<file path="src/rtl/tpg_3bit_lfsr_if.sv">
`default_nettype none
// ---------------------------------------------------------------------------
// Module  : tpg_3bit_lfsr_if
// Brief   : Pattern bus from the BIST pattern generator to the circuit under test.
// Revision: 1.0
// ---------------------------------------------------------------------------
interface tpg_3bit_lfsr_if;
   logic [2:0] data_out;
   logic       complete;

   modport master (output data_out, output complete);
   modport slave  (input  data_out, input  complete);
endinterface
`default_nettype wire

</file>
<file path="src/rtl/tpg_3bit_lfsr.sv">
`default_nettype none
// ---------------------------------------------------------------------------
// Module  : tpg_3bit_lfsr
// Brief   : 3-bit maximal-length LFSR test pattern generator, freezes with
//           'complete' once every pattern has been emitted.
//           Optional macro TPG_ZERO_PATTERN_EN adds the all-zero pattern.
// Revision: 1.0
// ---------------------------------------------------------------------------
module tpg_3bit_lfsr #(
   parameter logic [2:0] SEED = 3'b001
) (
   input  wire logic       clock,
   input  wire logic       reset,
   tpg_3bit_lfsr_if.master tpg
);

   // A zero seed would lock the LFSR, so it is promoted to 001.
   localparam logic [2:0] c_seed = (SEED == 3'b000) ? 3'b001 : SEED;
`ifdef TPG_ZERO_PATTERN_EN
   localparam logic [3:0] c_last = 4'd8;
`else
   localparam logic [3:0] c_last = 4'd7;
`endif

   logic [2:0] r_q;
   logic [3:0] r_cnt;
   logic       r_complete;

   logic [2:0] w_lfsr;
   logic [2:0] w_step;
   logic [2:0] w_q_nxt;
   logic [3:0] w_cnt_nxt;
   logic       w_complete_nxt;

   // State register
   always_ff @(posedge clock) begin
      if (reset) begin
         r_q        <= c_seed;
         r_cnt      <= 4'd1;
         r_complete <= 1'b0;
      end else begin
         r_q        <= w_q_nxt;
         r_cnt      <= w_cnt_nxt;
         r_complete <= w_complete_nxt;
      end
   end

   // Polynomial x^3 + x^2 + 1
   assign w_lfsr = {r_q[1:0], r_q[2] ^ r_q[1]};

`ifdef TPG_ZERO_PATTERN_EN
   // 000 is spliced in where the LFSR would wrap back to the seed.
   always_comb begin
      w_step = w_lfsr;
      if (r_q == 3'b000) begin
         w_step = c_seed;
      end else if (w_lfsr == c_seed) begin
         w_step = 3'b000;
      end
   end
`else
   assign w_step = w_lfsr;
`endif

   // Next-state logic
   always_comb begin
      w_q_nxt        = r_q;
      w_cnt_nxt      = r_cnt;
      w_complete_nxt = r_complete;
      if (!r_complete) begin
         if (r_cnt < c_last) begin
            w_q_nxt   = w_step;
            w_cnt_nxt = r_cnt + 4'd1;
         end else begin
            w_complete_nxt = 1'b1;
         end
      end
   end

   // Output logic
   always_comb begin
      tpg.data_out = r_q;
      tpg.complete = r_complete;
   end

endmodule
`default_nettype wire

</file>
<file path="src/flat_wrapper.sv">
// flat-port wrapper written by rule: the top's interface ports become plain ports
module tpg_3bit_lfsr_flat 
#(
   parameter logic [2:0] SEED = 3'b001
)
  (clock, reset, tpg_data_out, tpg_complete);
  tpg_3bit_lfsr_if tpg_i ();
  input  wire logic clock;
  input  wire logic reset;
  output wire logic [$bits(tpg_i.data_out)-1:0] tpg_data_out;
  output wire logic [$bits(tpg_i.complete)-1:0] tpg_complete;
  assign tpg_data_out = tpg_i.data_out;
  assign tpg_complete = tpg_i.complete;
  tpg_3bit_lfsr #(.SEED(SEED)) u_core (.clock(clock), .reset(reset), .tpg(tpg_i));
endmodule
</file>
<file path="config.mk">
export PLATFORM = sky130hd
export DESIGN_NAME = tpg_3bit_lfsr_flat
export DESIGN_NICKNAME = d
export VERILOG_FILES = /design/src/rtl/tpg_3bit_lfsr_if.sv /design/src/rtl/tpg_3bit_lfsr.sv /design/src/flat_wrapper.sv
export SDC_FILE = /design/constraint.sdc
export NUM_CORES = 1
export LEC_CHECK = 0
export CAP_MARGIN = 20
export CORE_AREA = 2 2 39 41
export DETAILED_ROUTE_END_ITERATION = 16
export DIE_AREA = 0 0 41 43
export GPL_TIMING_DRIVEN = 0
export SYNTH_ARGS = -nofsm -noshare
export SYNTH_HDL_FRONTEND = slang
export SYNTH_SLANG_ARGS = --single-unit
export TNS_END_PERCENT = 10
</file>
<file path="constraint.sdc">
create_clock -name clock -period 1.55 [get_ports clock]
set_input_delay 0.465 -clock clock [delete_from_list [all_inputs] [get_ports clock]]
set_output_delay 0.465 -clock clock [all_outputs]
set_load 0.03 [all_outputs]
</file>
# After elaboration in Yosys (flattened, before gate mapping)

Cells that the tools add are included.

Reduce and logical (&&, ||, !) cells: 1
Equality and inequality tests: 0
Add/sub/neg operators: 1
Shift operators: 0
Multiplexer cells: 2
Div/mod/pow operators: 0
Bitwise logic cells: 2
$mul: 0
Magnitude comparators: 1

Operator list:

| operator              | count |
|---|---|
| $add A4 B1 Y4 const B | 1 |
| $lt A4 B3 Y1 const B  | 1 |
| $mux W1               | 2 |
| $reduce_and A2 Y1     | 1 |
| $not A1 Y1            | 1 |
| $xor A1 B1 Y1         | 1 |

RAM bits: 0
Logic and storage cells: 10
Bits in read-only memories: 0
Output and inout port bits: 4
Memories kept: 0
Latch bits: 0
Input port bits: 2
Bits in registers: 8

# Depth between registers and ports, before layout

Gate-level depths: netlist (run 1).

Depth after elaboration: 3
Gate-level depth with buffers: 4
Depth with buffers taken out: 4

# Least setup slack after synthesis (run 1)

OpenSTA, ideal clock, no wires.

Path kind: reg2reg
From: register u_core.r_cnt[0]
To: register u_core.r_q[0], in the netlist u_core.tpg.data_out[0]
Required time: 1.430 ns
Slack: 0.136 ns
Stages on the path, launching flop included: 5
Arrival: 1.294 ns
Cells stage by stage: dfxtp_1 ha_1 a211oi_4 nor2b_1 a211o_1

Cells in the longest elaborated chain, start to end: 2

RTL lines:

| element                            | line                | text |
|---|---|---|
| start: declaration                 | tpg_3bit_lfsr.sv:26 | `logic [3:0] r_cnt;` |
| start signal: assignment           | tpg_3bit_lfsr.sv:43 | `r_cnt <= w_cnt_nxt;` |
| $lt A4 B3 Y1                       | tpg_3bit_lfsr.sv:71 | `if (r_cnt < c_last) begin` |
| $reduce_and A2 Y1 (no source line) | n/a                 |  |
| end signal: assignment             | tpg_3bit_lfsr.sv:38 | `r_q <= c_seed;` |
| end signal: assignment             | tpg_3bit_lfsr.sv:42 | `r_q <= w_q_nxt;` |
| end: declaration                   | tpg_3bit_lfsr.sv:25 | `logic [2:0] r_q;` |

Every way passes these cells.
A chain may end at the register's enable or synchronous reset.

# Worst setup path after layout (run 1)

From: register u_core.r_q[2], in the netlist u_core.tpg.data_out[2]
To: output tpg_data_out[2]

RTL lines:

| element          | line               | text |
|---|---|---|
| end: declaration | flat_wrapper.sv:10 | `output wire logic [$bits(tpg_i.data_out)-1:0] tpg_data_out;` |

No word-level cell between the ends.

==> results of run 1 <==
-- power by group through the flow --
stage          combinational [mW]  sequential (mW)  clock (mW)
2_1_floorplan               0.286            0.375           0
3_3_place_gp                0.405            0.358           0
3_5_place_dp                0.408            0.359           0
4_1_cts                     0.391            0.355       0.156
5_1_grt                     0.448            0.368       0.172
6_report                    0.417            0.354       0.149
-- layout make-up --
cell class              count  area (um^2)
plain buffers               3        18.77
clock buffers               3        22.52
fillers                   148        977.2
multi-input cells          19        141.4
flip-flops and latches      8        160.2
well taps                  16        20.02
repair buffers              6        43.79
-- sequential cells by signal (all words and copies together) (netlist names) --
register,count
u_core.r_cnt,4
u_core.tpg.complete,1
u_core.tpg.data_out,3
-- cell usage in the layout, fill, tap and decap left out, drive strengths merged --
master,n
a211o,1
a211oi,1
a21oi,1
a41oi,1
buf,7
clkbuf,4
dfxtp,8
dlygate4sd2,1
ha,1
mux2i,3
nand2b,1
nor2,7
nor2b,1
xnor2,1
xor2,1
-- routing by layer --
layer | vias up | track usage (%) | part of all wire, %
met2 | 5 | 5.313 | 46
met4 | 0 | 6.000 | 0
met5 | - | 0 | 0
li1 | 117 | - | -
met3 | 0 | 6.283 | 6.7
met1 | 95 | 8.824 | 47
-- path summary, 6_finish.rpt --
kind                          startpoint                     end  slack (ps)  depth (start not counted)
setup / recovery  u_core.tpg.data_out[2]         tpg_data_out[2]          90                          1
hold reg to reg          u_core.r_cnt[1]         u_core.r_cnt[1]         530                          2
setup reg to reg         u_core.r_cnt[0]  u_core.tpg.data_out[0]         190                          5
hold / removal           u_core.r_cnt[1]         u_core.r_cnt[1]         530                          2
-- worst register-to-register path: cells and delay by family, from the launching register on --
family,cells,cell delay [ps]
AOI/OAI and AO/OA,2,440
DFF,1,330
adders and majority gates,1,240
buffers and inverters,1,190
and+or+nand+nor,1,60
-- timing repair --
| item | CTS | global route |
|---|---|---|
| hold buffers | 0 | 0 |
| setup buffers | 0 | 2 |
| endpoints found under the setup margin | 4 | 2 |
| gates resized for setup | 6 | 2 |
| hold endpoints to repair | 0 | 0 |
| cloned | 0 | 0 |
| pin swaps | 0 | 1 |
-- cell families (layout without fill, tap and decap cells) --
family | count (synthesis) | after routing
simple gates | 9 | 9
xor+xnor | 2 | 2
mux | 3 | 3
compound gates | 4 | 4
buf+inv | 3 | 12
fa+ha+maj | 1 | 1
flops | 8 | 8
==> results.md, run 1 <==
- Simple-gate portion of the synthesized area: 12.11%
- Clk pwr share: 16.2%
- First-pass GRT wire length: 683 um
- Cell Rows: 14
- Max Buffers Root-to-Sink: 2
- Clk pin slew, worst setup/hold paths: 50 ps
- Synthesized net count: 33
- Diodes inserted: 0
- TritonCTS buffer count: 3
- Post-DRT Antenna Nets: 0
- Input/output buffers: 4
- Adder-cell share of the synthesized area: 3.906%
- Die W: 41 um
- Layout Area Growth over Synthesis: 26.95%
- Mux share of post-synthesis cell area: 9.375%
- Post-Synthesis Mean Instance Area: 10.68 um^2
- Hold Crit Class: reg2reg
- Number of global-route vias before repair: 159
- WP buf/inv: 1
- Leakage power summed over all cells: 0.1954 nW
- CTS tree: built
- Slowest cell delay on critical path: 410 ps
- Run status: complete, no violations
- Switching power: 0.3326 mW
- Sequential fraction of design power: 38.5%
- Number of distinct library cell variants in the gate-level netlist after synthesis: 14
- Cell type contributing the most total cell area after synthesis: sky130_fd_sc_hd__dfxtp_1
- Final net count: 44
- Critical-path cell list: dlygate4sd2_1
- Cell at the root of the clock tree: sky130_fd_sc_hd__clkbuf_4
- Time the worst path needs with I/O delays and setup: 1459 ps
- Via count: 217
- Area of placed instances: 380.4 um^2
- Number of maximum-capacitance violations: 0
- Setup-violating endpoint count in the final report: 0
- Nature of the critical path startpoint: flop
- Ranking of synthesized cells by area: sky130_fd_sc_hd__dfxtp_1, sky130_fd_sc_hd__mux2i_1, sky130_fd_sc_hd__nor2_1
- Detailed-route wire length: 446 um
- Top delay family on crit path: buffers and inverters
- Initial antenna violation count: 0
- Final Cycle Share: 94.15%
- Cell total after placement: 50
- Max transition margin: 78.02%
- Sort of element at the end of the critical path: primary output
- Internal power: 0.5876 mW
- Area share of the largest cell type after synthesis: 50.00%
- Synthesized cell area: 320.3 um^2
- Total number of H-tree levels: 1
- Clock latency at the later pin of the worst-skew pair: 250 ps
- Top cells by count, synth: sky130_fd_sc_hd__dfxtp_1, sky130_fd_sc_hd__nor2_1, sky130_fd_sc_hd__mux2i_1
- Pin count of the biggest net entering global routing: 9
- Ys async rst share: 0%
- Setup TNS: 0 ps
- Crit path kind: reg2out
- Synth warn: 0
- Die boundary height: 43 um
- XOR/XNOR Fraction of Synth Area: 5.469%
- Fin. max-slew vios: 0
- Worst Clk Skew: 6.022 ps
- Worst-case setup margin in the final layout: 90.69 ps
- Final weighted congestion in routability-driven placement: 0.6299
- Fin cells: 55
- Fmax: 0.6853 GHz
- Core Box Area: 1384 um^2
- Critical path fanouts, max: 3
- Count of pins on the block boundary: 6
- Slowest CP cell: sky130_fd_sc_hd__dlygate4sd2_1
- Final routed DRC violation total: 0
- Sequential cell area fraction in the yosys report: 50.00%
- Data required time of the critical path: 1080 ps
- Power density relative to cell area: 2263 nW/um^2
- First-pass iteration count of the detailed router: 1
- Library cell with the highest instance count after synthesis: sky130_fd_sc_hd__dfxtp_1
- Flip-flop and latch count after synthesis: 8
- CP arrival: 990 ps
- Effective utilization at floorplan: 23.15%
- Total routing usage reported by global routing: 6.559%
- Syn Inst Count: 30
- Combinational power share: 45.3%
- Die Area: 1763 um^2
- RSZ-0062 raised after global routing: no
- Transition time at the pin with the least slew margin: 329.8 ps
- Dominant synthesized flop cell: sky130_fd_sc_hd__dfxtp_1
- Worst slack at placement: -51.64 ps
- Via-per-instance ratio: 3.945
- Number of DRC markers after the initial detailed-route iteration: 0
- Main combinational cell family by area after synthesis: compound AO/OA/AOI/OAI gates
- Remaining global-route overflow: 0
- Routed wire length per instance: 8.109 um
- Final core utilization: 29.39%
- Power consumption: 0.9202 mW
- Hold violation count in the final report: 0
- Hold Worst Slack: 526.8 ps
- Highest ir drop seen on vdd: 0.7842 mV
- Proportion of layout cells with a drive suffix above 1: 28.21%
- EDFF count, synth: 0
- Fraction of power spent switching nets: 36.14%
- Sinks on Clock Net: 8
- Complex-gate fraction of the synthesized area: 13.28%
- Final design instance area without fill: 406.6 um^2
(Power assumes the default switching activity.)
==> run 2: changes to the inputs <==
- ABC_CLOCK_PERIOD_IN_PS: unset -> 1550
==> results of run 2 <==
The final DEF is identical to that of run 1; final timing and power are the same.
==> run 3: changes to the inputs <==
--- a/config.mk
+++ b/config.mk
@@ -11,4 +11,5 @@
 export DETAILED_ROUTE_END_ITERATION = 16
 export DIE_AREA = 0 0 41 43
+export DONT_BUFFER_PORTS = 1
 export GPL_TIMING_DRIVEN = 0
 export SYNTH_ARGS = -nofsm -noshare
==> constraint.sdc (replaced) <==
create_clock -name clock -period 1.55 [get_ports clock]
set_input_delay 0.2325 -clock clock [delete_from_list [all_inputs] [get_ports clock]]
set_output_delay 0.2325 -clock clock [all_outputs]
set_load 0.01 [all_outputs]
==> results.md, run 3 (synthesis results as in run 1) <==
- Run status: complete, no violations
- R2R Setup Slk: 190 ps
- Layout Area Growth over Synthesis: 20.31%
- Clk pin slew, worst setup/hold paths: 60 ps
- TritonCTS buffer count: 3
- Worst Clk Skew: 6.725 ps
- Cell at the root of the clock tree: sky130_fd_sc_hd__clkbuf_4
- Power consumption: 0.8490 mW
- CP arrival: 1500 ps
- Number of DRC markers after the initial detailed-route iteration: 0
- Die boundary height: 43 um
- Commonest non-fill, non-tap cell in the layout: sky130_fd_sc_hd__dfxtp_1
- Post-DP HPWL: 326.3 um
- Time the worst path needs with I/O delays and setup: 1360 ps
- Highest ir drop seen on vdd: 0.4634 mV
- Hold Crit Class: in2reg
- Final net count: 41
- CTS tree: built
- Filler Cell Count: 159
- Fraction of power spent switching nets: 33.82%
- Via count: 220
- Commonest non-fill, non-tap cells in the layout: sky130_fd_sc_hd__dfxtp_1, sky130_fd_sc_hd__nor2_1, sky130_fd_sc_hd__buf_4, sky130_fd_sc_hd__mux2i_1, sky130_fd_sc_hd__clkbuf_4
- Critical path fanouts, max: 4
- RSZ-0062 raised after global routing: no
- First-pass GRT wire length: 710 um
- Max Buffers Root-to-Sink: 2
- Cell Rows: 14
- Multi-input combinational cell area: 141.4 um^2
- Initial antenna violation count: 0
- Leakage power summed over all cells: 0.1782 nW
- Input/output buffers: 0
- Register with the most flip-flops: u_core.r_cnt
- Internal power: 0.5618 mW
- Die W: 41 um
- Routed wire length per instance: 9.827 um
- Setup TNS: 0 ps
- Pin count of the biggest net entering global routing: 9
- Power density relative to cell area: 2203 nW/um^2
- Post-DRT Antenna Nets: 0
- Remaining global-route overflow: 0
- Switching power: 0.2872 mW
- Detailed-route wire length: 511 um
- Diodes inserted: 0
- Clk pwr share: 19.6%
- Final weighted congestion in routability-driven placement: 0.5837
- Total routing usage reported by global routing: 6.640%
- Final core utilization: 27.85%
- Cell total after placement: 46
- Sinks on Clock Net: 8
- Die Area: 1763 um^2
- Number of flip-flops in the largest register: 4
- Combinational power share: 37.5%
- Transition time at the pin with the least slew margin: 338.9 ps
- Sequential fraction of design power: 42.9%
- Post-CTS Hold Buffers: 0
- Number of maximum-capacitance violations: 0
- Hold Worst Slack: 305.9 ps
- Setup-violating endpoint count in the final report: 0
- Max transition margin: 77.40%
- Effective utilization at floorplan: 23.15%
- Final routed DRC violation total: 0
- Fmax: 0.7354 GHz
- Total number of H-tree levels: 1
- Nature of the critical path startpoint: flop
- Final Cycle Share: 87.73%
- Number of global-route vias before repair: 193
- Via-per-instance ratio: 4.231
- Sort of element at the end of the critical path: flop
- Area used by sequential logic in the layout: 160.2 um^2
- Cells resized by post-CTS repair: 0
- Fin cells: 52
- Core Box Area: 1384 um^2
- Hold violation count in the final report: 0
- Number of post-CTS setup repair buffers: 0
- Count of pins on the block boundary: 6
- First-pass iteration count of the detailed router: 1
- Crit path kind: reg2reg
- Clock latency at the later pin of the worst-skew pair: 260 ps
- Data required time of the critical path: 1690 ps
- Fin. max-slew vios: 0
- Proportion of layout cells with a drive suffix above 1: 25.00%
## run 3: cell types whose count changed in the layout (fill, tap and decap cells not counted)
cell / change
sky130_fd_sc_hd__dlygate4sd2_1: -1
sky130_fd_sc_hd__buf_4: -1
sky130_fd_sc_hd__clkbuf_2: -1
## run 3: power groups by stage
stage,clock network (mW),registers (mW),logic (mW)
floorplan,0,0.354,0.248
CTS,0.173,0.364,0.276
global route,0.180,0.379,0.356
global placement,0,0.366,0.270
finish,0.166,0.364,0.318
detailed placement,0,0.368,0.273
## run 3: stage by stage
stage / cell area (um^2) / worst slack, ps
6_report: 385.4 / 190.3
2_1_floorplan: 320.3 / 135.9
3_3_place_gp: 340.3 / 47.96
3_5_place_dp: 340.3 / 37.11
4_1_cts: 362.8 / 22.37
5_1_grt: 385.4 / 95.17
## run 3: worst paths after layout
| path | from | endpoint | depth (start not counted) |
|---|---|---|---|
| worst min register to register | u_core.tpg.data_out[0] | u_core.tpg.data_out[1] | 2 |
| worst max register to register | u_core.r_cnt[0] | u_core.r_cnt[1] | 5 |
| worst max-delay path | u_core.r_cnt[0] | u_core.r_cnt[1] | 5 |
| worst min-delay path | reset | u_core.tpg.complete | 2 |
## run 3: layout make-up
cell class / count / area share (%)
buffer: 3 / 4.870
tap: 16 / 5.195
clock buffer: 3 / 5.844
sequential: 8 / 41.56
multi-input combinational: 19 / 36.69
timing repair buffer: 3 / 5.844
## run 3: per-layer routing
metal / up-vias / track usage (%) / wire [um]
li1: 115 / - / -
met1: 97 / 7.443 / 259
met2: 6 / 7.813 / 218
met3: 2 / 3.141 / 20
met4: 0 / 8.000 / 13
met5: - / 0 / 0
## run 3: worst max-delay path, stage by stage (launching register included)
cell and delay [ps]:
sky130_fd_sc_hd__dfxtp_1 330, sky130_fd_sc_hd__ha_1 240, sky130_fd_sc_hd__a211oi_4 270, sky130_fd_sc_hd__buf_4 180, sky130_fd_sc_hd__mux2i_1 170, sky130_fd_sc_hd__nor2_1 50
